`src/rtl/ctrl_pkg.sv`:
```
// Shared definitions for the multi-cycle control unit: opcode/funct values,
// ALU class codes, branch condition codes, datapath mux selects, the FSM
// state encoding and the decoded-instruction record produced by ctrl_op_lut.
package ctrl_pkg;

    localparam logic [5:0] OP_RTYPE = 6'd0;
    localparam logic [5:0] OP_BGEZ  = 6'd1;
    localparam logic [5:0] OP_J     = 6'd2;
    localparam logic [5:0] OP_JAL   = 6'd3;
    localparam logic [5:0] OP_BEQ   = 6'd4;
    localparam logic [5:0] OP_BNE   = 6'd5;
    localparam logic [5:0] OP_BNEZ  = 6'd6;
    localparam logic [5:0] OP_BGT   = 6'd7;
    localparam logic [5:0] OP_ADDI  = 6'd8;
    localparam logic [5:0] OP_SLTI  = 6'd10;
    localparam logic [5:0] OP_ORI   = 6'd13;
    localparam logic [5:0] OP_LUI   = 6'd15;
    localparam logic [5:0] OP_LW    = 6'd35;
    localparam logic [5:0] OP_SW    = 6'd43;

    localparam logic [5:0] FUNCT_JR = 6'd8;

    // ALU control classes
    localparam logic [2:0] ALU_OR    = 3'b000;
    localparam logic [2:0] ALU_SUB   = 3'b001;
    localparam logic [2:0] ALU_RTYPE = 3'b010;
    localparam logic [2:0] ALU_LUI   = 3'b011;
    localparam logic [2:0] ALU_ADD   = 3'b100;
    localparam logic [2:0] ALU_SLT   = 3'b101;
    localparam logic [2:0] ALU_ZERO  = 3'b110;

    // Branch conditions
    localparam logic [1:0] BR_EQ  = 2'd0;
    localparam logic [1:0] BR_GT  = 2'd1;
    localparam logic [1:0] BR_GEZ = 2'd2;
    localparam logic [1:0] BR_NE  = 2'd3;

    // PC source select
    localparam logic [1:0] PC_SEQ    = 2'd0;
    localparam logic [1:0] PC_BRANCH = 2'd1;
    localparam logic [1:0] PC_JUMP   = 2'd2;
    localparam logic [1:0] PC_REG    = 2'd3;

    // Register destination / write-back source selects
    localparam logic [1:0] RDST_RT = 2'd0;
    localparam logic [1:0] RDST_RD = 2'd1;
    localparam logic [1:0] RDST_RA = 2'd2;
    localparam logic [1:0] WB_ALU  = 2'd0;
    localparam logic [1:0] WB_MDR  = 2'd1;
    localparam logic [1:0] WB_PC   = 2'd2;

    typedef enum logic [2:0] {
        ST_RST, ST_FETCH, ST_DECODE, ST_EXEC, ST_MEM, ST_WB, ST_HALT
    } state_t;

    typedef enum logic [2:0] {
        CLS_RTYPE, CLS_JR, CLS_IMM, CLS_BRANCH, CLS_JUMP, CLS_JAL, CLS_LOAD, CLS_STORE
    } instrClass_t;

    typedef struct packed {
        instrClass_t cls;
        logic [2:0]  aluOp;
        logic        aluSrc;
        logic [1:0]  branchType;
        logic        legal;
    } opInfo_t;

endpackage

```
`src/rtl/ctrl_op_lut.sv`:
```
// Combinational opcode decoder.
//   op    : instruction opcode IR[31:26]
//   funct : IR[5:0], only distinguishes jr within op 0
//   info  : instruction class, ALU class, ALU B-source, branch condition, legal flag
module ctrl_op_lut
    import ctrl_pkg::*;
(
    input  logic [5:0] op,
    input  logic [5:0] funct,
    output opInfo_t    info
);

    always_comb begin
        info       = '0;
        info.cls   = CLS_RTYPE;
        info.legal = 1'b1;
        case (op)
            OP_RTYPE: begin
                if (funct == FUNCT_JR) begin
                    info.cls = CLS_JR;
                end else begin
                    info.cls   = CLS_RTYPE;
                    info.aluOp = ALU_RTYPE;
                end
            end
            OP_ADDI: begin info.cls = CLS_IMM; info.aluOp = ALU_ADD; info.aluSrc = 1'b1; end
            OP_SLTI: begin info.cls = CLS_IMM; info.aluOp = ALU_SLT; info.aluSrc = 1'b1; end
            OP_ORI:  begin info.cls = CLS_IMM; info.aluOp = ALU_OR;  info.aluSrc = 1'b1; end
            OP_LUI:  begin info.cls = CLS_IMM; info.aluOp = ALU_LUI; info.aluSrc = 1'b1; end
            OP_BEQ:  begin info.cls = CLS_BRANCH; info.aluOp = ALU_SUB;  info.branchType = BR_EQ;  end
            OP_BNE:  begin info.cls = CLS_BRANCH; info.aluOp = ALU_SUB;  info.branchType = BR_NE;  end
            OP_BGT:  begin info.cls = CLS_BRANCH; info.aluOp = ALU_SUB;  info.branchType = BR_GT;  end
            OP_BNEZ: begin info.cls = CLS_BRANCH; info.aluOp = ALU_ZERO; info.branchType = BR_NE;  end
            OP_BGEZ: begin info.cls = CLS_BRANCH; info.aluOp = ALU_ZERO; info.branchType = BR_GEZ; end
            OP_J:    info.cls = CLS_JUMP;
            OP_JAL:  info.cls = CLS_JAL;
            OP_LW:   begin info.cls = CLS_LOAD;  info.aluOp = ALU_ADD; info.aluSrc = 1'b1; end
            OP_SW:   begin info.cls = CLS_STORE; info.aluOp = ALU_ADD; info.aluSrc = 1'b1; end
            default: info.legal = 1'b0;
        endcase
    end

endmodule

```
`src/rtl/multicycle_ctrl_fsm.sv`:
```
// Multi-cycle main control unit: sequences FETCH/DECODE/EXEC/MEM/WB, drives
// datapath enables, handshakes with a variable-latency memory (with timeout
// and sticky bus-error halt) and counts retired instructions.
//   clk_i, rst_i (async active-low)
//   instr_op_i, funct_i          : IR fields, valid from DECODE onward
//   mem_ready_i / mem_req_o, mem_we_o : memory handshake
//   ir_write_o, pc_write_o, pc_src_o, branch_o, branch_type_o : IR/PC control
//   alu_op_o, alu_src_o, reg_dst_o, mem_to_reg_o, reg_write_o : datapath control
//   illegal_o (1-cycle pulse), bus_err_o (sticky), retired_cnt_o (wrapping)
module multicycle_ctrl_fsm
    import ctrl_pkg::*;
#(
    parameter int ALU_OP_W = 3,
    parameter int WAIT_MAX = 16,
    parameter int CNT_W    = 32
) (
    input  logic                clk_i,
    input  logic                rst_i,
    input  logic [5:0]          instr_op_i,
    input  logic [5:0]          funct_i,
    input  logic                mem_ready_i,
    output logic                mem_req_o,
    output logic                mem_we_o,
    output logic                ir_write_o,
    output logic                pc_write_o,
    output logic [1:0]          pc_src_o,
    output logic                branch_o,
    output logic [1:0]          branch_type_o,
    output logic [ALU_OP_W-1:0] alu_op_o,
    output logic                alu_src_o,
    output logic [1:0]          reg_dst_o,
    output logic [1:0]          mem_to_reg_o,
    output logic                reg_write_o,
    output logic                illegal_o,
    output logic                bus_err_o,
    output logic [CNT_W-1:0]    retired_cnt_o
);

    localparam int WAIT_W = (WAIT_MAX > 1) ? $clog2(WAIT_MAX) : 1;

    state_t            state;
    logic [5:0]        opQ;
    logic [5:0]        functQ;
    logic [WAIT_W-1:0] waitCnt;
    logic [5:0]        lutOp;
    logic [5:0]        lutFunct;
    opInfo_t           info;

    // In DECODE the latched copy is not yet loaded, so legality is judged on the live IR.
    assign lutOp    = (state == ST_DECODE) ? instr_op_i : opQ;
    assign lutFunct = (state == ST_DECODE) ? funct_i    : functQ;

    ctrl_op_lut uOpLut (
        .op    (lutOp),
        .funct (lutFunct),
        .info  (info)
    );

    always_comb begin
        mem_req_o     = 1'b0;
        mem_we_o      = 1'b0;
        ir_write_o    = 1'b0;
        pc_write_o    = 1'b0;
        pc_src_o      = PC_SEQ;
        branch_o      = 1'b0;
        branch_type_o = BR_EQ;
        alu_op_o      = '0;
        alu_src_o     = 1'b0;
        reg_dst_o     = RDST_RT;
        mem_to_reg_o  = WB_ALU;
        reg_write_o   = 1'b0;
        case (state)
            ST_FETCH: begin
                mem_req_o  = 1'b1;
                ir_write_o = mem_ready_i;
                pc_write_o = mem_ready_i;
            end
            ST_EXEC: begin
                alu_op_o  = ALU_OP_W'(info.aluOp);
                alu_src_o = info.aluSrc;
                case (info.cls)
                    CLS_JR: begin
                        pc_write_o = 1'b1;
                        pc_src_o   = PC_REG;
                    end
                    CLS_BRANCH: begin
                        branch_o      = 1'b1;
                        pc_src_o      = PC_BRANCH;
                        branch_type_o = info.branchType;
                    end
                    CLS_JUMP: begin
                        pc_write_o = 1'b1;
                        pc_src_o   = PC_JUMP;
                    end
                    CLS_JAL: begin
                        pc_write_o   = 1'b1;
                        pc_src_o     = PC_JUMP;
                        reg_write_o  = 1'b1;
                        reg_dst_o    = RDST_RA;
                        mem_to_reg_o = WB_PC;
                    end
                    default: ;
                endcase
            end
            ST_MEM: begin
                mem_req_o = 1'b1;
                mem_we_o  = (info.cls == CLS_STORE);
            end
            ST_WB: begin
                reg_write_o  = 1'b1;
                reg_dst_o    = (info.cls == CLS_RTYPE) ? RDST_RD : RDST_RT;
                mem_to_reg_o = (info.cls == CLS_LOAD) ? WB_MDR : WB_ALU;
            end
            default: ;
        endcase
    end

    always_ff @(posedge clk_i or negedge rst_i) begin
        if (!rst_i) begin
            state         <= ST_RST;
            opQ           <= '0;
            functQ        <= '0;
            waitCnt       <= '0;
            illegal_o     <= 1'b0;
            bus_err_o     <= 1'b0;
            retired_cnt_o <= '0;
        end else begin
            illegal_o <= 1'b0;
            case (state)
                ST_RST:   state <= ST_FETCH;
                ST_FETCH: if (mem_ready_i) state <= ST_DECODE;
                ST_DECODE: begin
                    opQ    <= instr_op_i;
                    functQ <= funct_i;
                    if (info.legal) begin
                        state <= ST_EXEC;
                    end else begin
                        illegal_o <= 1'b1;
                        state     <= ST_FETCH;
                    end
                end
                ST_EXEC: begin
                    case (info.cls)
                        CLS_RTYPE, CLS_IMM:  state <= ST_WB;
                        CLS_LOAD, CLS_STORE: state <= ST_MEM;
                        default: begin
                            retired_cnt_o <= retired_cnt_o + 1'b1;
                            state         <= ST_FETCH;
                        end
                    endcase
                end
                ST_MEM: begin
                    if (mem_ready_i) begin
                        if (info.cls == CLS_STORE) begin
                            retired_cnt_o <= retired_cnt_o + 1'b1;
                            state         <= ST_FETCH;
                        end else begin
                            state <= ST_WB;
                        end
                    end
                end
                ST_WB: begin
                    retired_cnt_o <= retired_cnt_o + 1'b1;
                    state         <= ST_FETCH;
                end
                ST_HALT: state <= ST_HALT;
                default: state <= ST_RST;
            endcase

            // Placed after the case so a timeout overrides the "stay" of FETCH/MEM.
            if (state == ST_FETCH || state == ST_MEM) begin
                if (mem_ready_i) begin
                    waitCnt <= '0;
                end else if (WAIT_MAX > 0) begin
                    if (waitCnt == WAIT_W'(WAIT_MAX - 1)) begin
                        bus_err_o <= 1'b1;
                        state     <= ST_HALT;
                    end else begin
                        waitCnt <= waitCnt + 1'b1;
                    end
                end
            end
        end
    end

endmodule

```
`config.mk`:
```
export PLATFORM = sky130hd
export DESIGN_NAME = multicycle_ctrl_fsm
export DESIGN_NICKNAME = d
export VERILOG_FILES = /design/src/rtl/ctrl_pkg.sv /design/src/rtl/ctrl_op_lut.sv /design/src/rtl/multicycle_ctrl_fsm.sv
export SDC_FILE = /design/constraint.sdc
export NUM_CORES = 1
export LEC_CHECK = 0
export BUFFER_PORTS_ARGS = -buffer_cell sky130_fd_sc_hd__buf_2
export CORE_ASPECT_RATIO = 1.25
export CORE_MARGIN = 4
export CORE_UTILIZATION = 60
export DETAILED_ROUTE_END_ITERATION = 10
export PLACE_DENSITY = 0.86
export SYNTH_ARGS = -nofsm -noshare
export SYNTH_HDL_FRONTEND = slang
export SYNTH_SLANG_ARGS = --single-unit
export TNS_END_PERCENT = 5
```
`constraint.sdc`:
```
create_clock -name clk_i -period 6.6 [get_ports clk_i]
set_clock_uncertainty 0.15 [all_clocks]
set_input_delay 0 -clock clk_i [delete_from_list [all_inputs] [get_ports clk_i]]
set_output_delay 0 -clock clk_i [all_outputs]
set_load 0.01 [all_outputs]
```
==> results.sh <==
export IMPL_outcome="complete, no violations"
export IMPL_fp_coreArea_um2=5190
export IMPL_cts_tree="built"
export IMPL_clock_path_buffers=2
export IMPL_initial_core_util_pct=63.6
export IMPL_critPathLaunchType="register"
export IMPL_clock_latency_ps=310
export IMPL_seq_area_frac_synth_pct=40.2
export IMPL_root_buffer="clkbuf_8"
export IMPL_fillers=392
export IMPL_hold_violations=0
export IMPL_fin_crit_sh_pct=49.7
export IMPL_synth_common_cells="53 x dfrtp_1, 47 x nand2_1, 31 x xnor2_1, 29 x nor2_1, 20 x nand3_1"
export IMPL_synth_area_leaders="dfrtp_1 40%, xnor2_1 8.2%, nand2_1 5.3%"
export IMPL_timing_rr_start="state[1]"
export IMPL_crit_required_ps=6640
export IMPL_endpoint="retired_cnt_o[3]"
export IMPL_power_density_nw_per_um2=340
export IMPL_numCtsBuffers=5
export IMPL_syn_avg_cell_area_um2=9.22
export IMPL_reg2reg_depth=7
export IMPL_path_clk_slew_ps=100
export IMPL_detailed_place_hpwl_mm=5.43
export IMPL_overflow=0
export IMPL_fin_nets=436
export IMPL_grt_antenna_before_repair=0
export IMPL_syn_num_nets=375
export IMPL_hold_class="in -> reg"
export IMPL_r2r_end="retired_cnt_o[3]"
export IMPL_dieArea_um2=6760
export IMPL_yosys_area_top_type_share_pct=40.2
export IMPL_cts_setup_buffers=0
export IMPL_period_minus_slack_ps=3280
export IMPL_ir_drop_uv=225
export IMPL_ant_nets=0
export IMPL_leakagePower_nw=1.75
export IMPL_crit_type="reg -> reg"
export IMPL_cp_end_kind="register"
export IMPL_critPathLaunch="state[1]"
export IMPL_r2r_slack_ps=3320
export IMPL_viasPerCell=6.00
export IMPL_relSlewSlack_pct=48.0
export IMPL_drive_gt1_share_pct=23.1
export IMPL_grtUsageTotal_pct=23.5
export IMPL_cts_hold_buffers_added=9
export IMPL_cts_sinks=53
export IMPL_finalSetupTns_ps=0
export IMPL_first_global_vias=2769
export IMPL_gp_congestion=0.935
export IMPL_cp_max_fo=33
export IMPL_synth_seq_cells=53
export IMPL_remaining_drc_errors=0
export IMPL_rsz0062_at_grt="false"
export IMPL_synth_most_common_cell="dfrtp_1"
export IMPL_setup_viol=0
export IMPL_syn_cell_area_um2=3300
export IMPL_tightestPinTransition_ps=777
export IMPL_grt_pass1_wl_mm=12.7
export IMPL_port_buffers=66
export IMPL_row_count=29
export IMPL_grt_max_degree=54
export IMPL_drt_first_pass_iters=4
export IMPL_synth_cell_types=62
export IMPL_yosysTopAreaCell="dfrtp_1"
export IMPL_post_drt_wl_per_cell_um=15.8
export IMPL_h_tree_depth=2
export IMPL_drv_cap=0
export IMPL_dr_first_iter_drc_count=192
export IMPL_total_power_mw=1.28
export IMPL_finalWirelength_mm=7.65
export IMPL_fmax_ghz=0.305
export IMPL_postSynthCellCount=358
export IMPL_vias=2897
export IMPL_area_growth_pct=14.2
export IMPL_final_seq_area_um2=1330
export IMPL_ys_warn_count=0
export IMPL_cp_arrival_ps=3320
export IMPL_synth_edff_count=0
export IMPL_cts_resized=0
export IMPL_fp_dieW_um=74.3
export IMPL_async_flop_share_pct=100
export IMPL_drv_slew=0
export IMPL_die_y_um=90.9
export IMPL_io_pins=67
export IMPL_synth_top_flop_cell="dfrtp_1"
export IMPL_multi_input_area_um2=1800
per-stage QoR:
stage               util, %  hold WS, ps  area, um2  worst slack [ps]  std cells
floorplan                 -         -446       3300              4150        358
global placement       69.0         1.48       3580              3470        465
detailed placement     69.0         9.33       3580              3360        465
CTS                    72.6         4.50       3770              3330        482
global route           72.6         28.8       3770              3100        482
finish                 72.6         20.4       3770              3320        483
worst min path at each step:
stage	startpoint	end	slack (ps)	cells past startpoint
3_3_place_gp	rst_i	waitCnt[1]	1	2
4_1_cts	instr_op_i[5]	opQ[5]	4	3
5_1_grt	instr_op_i[3]	opQ[3]	30	3
2_1_floorplan	rst_i	bus_err_o	-450	0
3_5_place_dp	rst_i	waitCnt[1]	9	2
6_report	instr_op_i[5]	opQ[5]	20	3
registers in the layout, summed over array words and instances, names as in the netlist:
name           count
illegal_o          1
state              3
retired_cnt_o     32
waitCnt            4
functQ             6
bus_err_o          1
opQ                6
placed cells by master, fill, tap and decap left out, drive strengths merged, types with 4 or more instances in the layout:
cell / synthesis / final
nand4: 15 / 15
a21oi: 11 / 11
o21ai: 9 / 9
xor2: 4 / 4
nand2b: 6 / 6
mux2i: 6 / 6
and3: 9 / 9
xnor2: 31 / 31
nor2b: 6 / 6
a31oi: 5 / 5
clkbuf: 9 / 5
inv: 8 / 9
dfrtp: 53 / 53
dlygate4sd3: 0 / 9
nand2: 47 / 47
nand3: 20 / 20
nor3: 22 / 22
buf: 14 / 68
nor2: 29 / 29
metal layers:
layer  up-vias  GRT usage (%)  part of all wire (%)  wire (um)
li1       1387              -                     -          -
met1      1394           28.9                    40       3080
met2       100           40.2                    52       3970
met3        16           2.78                   4.8        370
met4         0           10.5                   3.0        231
met5         -              0                     0          0
critical path, cell delays in order, from the launching register on:
cell	delay [ps]
dfrtp_1	600
nor3b_4	240
buf_4	360
mux2i_2	500
a31oi_4	200
nor3_4	700
nand4_1	220
xnor2_1	170
cell families after synthesis:
group	Yosys count	share of synthesized area, %
compound gates	46	10.3
buf+inv	31	5.23
mux	9	3.30
flops	53	40.2
simple gates	182	30.9
fa+ha+maj	2	0.758
xor+xnor	35	9.29
power breakdown:
| group | internal, mW | total, mW | switching, mW |
|---|---|---|---|
| Sequential | 0.393 | 0.514 | 0.121 |
| Clock | 0.0774 | 0.192 | 0.115 |
| Combinational | 0.236 | 0.576 | 0.340 |
area by class of cell:
class | count | area share (%)
sequential | 53 | 35.2
inverter | 8 | 0.797
antenna | 1 | 0.0664
clock inverter | 3 | 0.697
tap | 62 | 2.06
clock buffer | 5 | 1.83
timing repair buffer | 77 | 11.6
multi-input combinational | 274 | 47.8
Power figures use the tool's default switching activity.
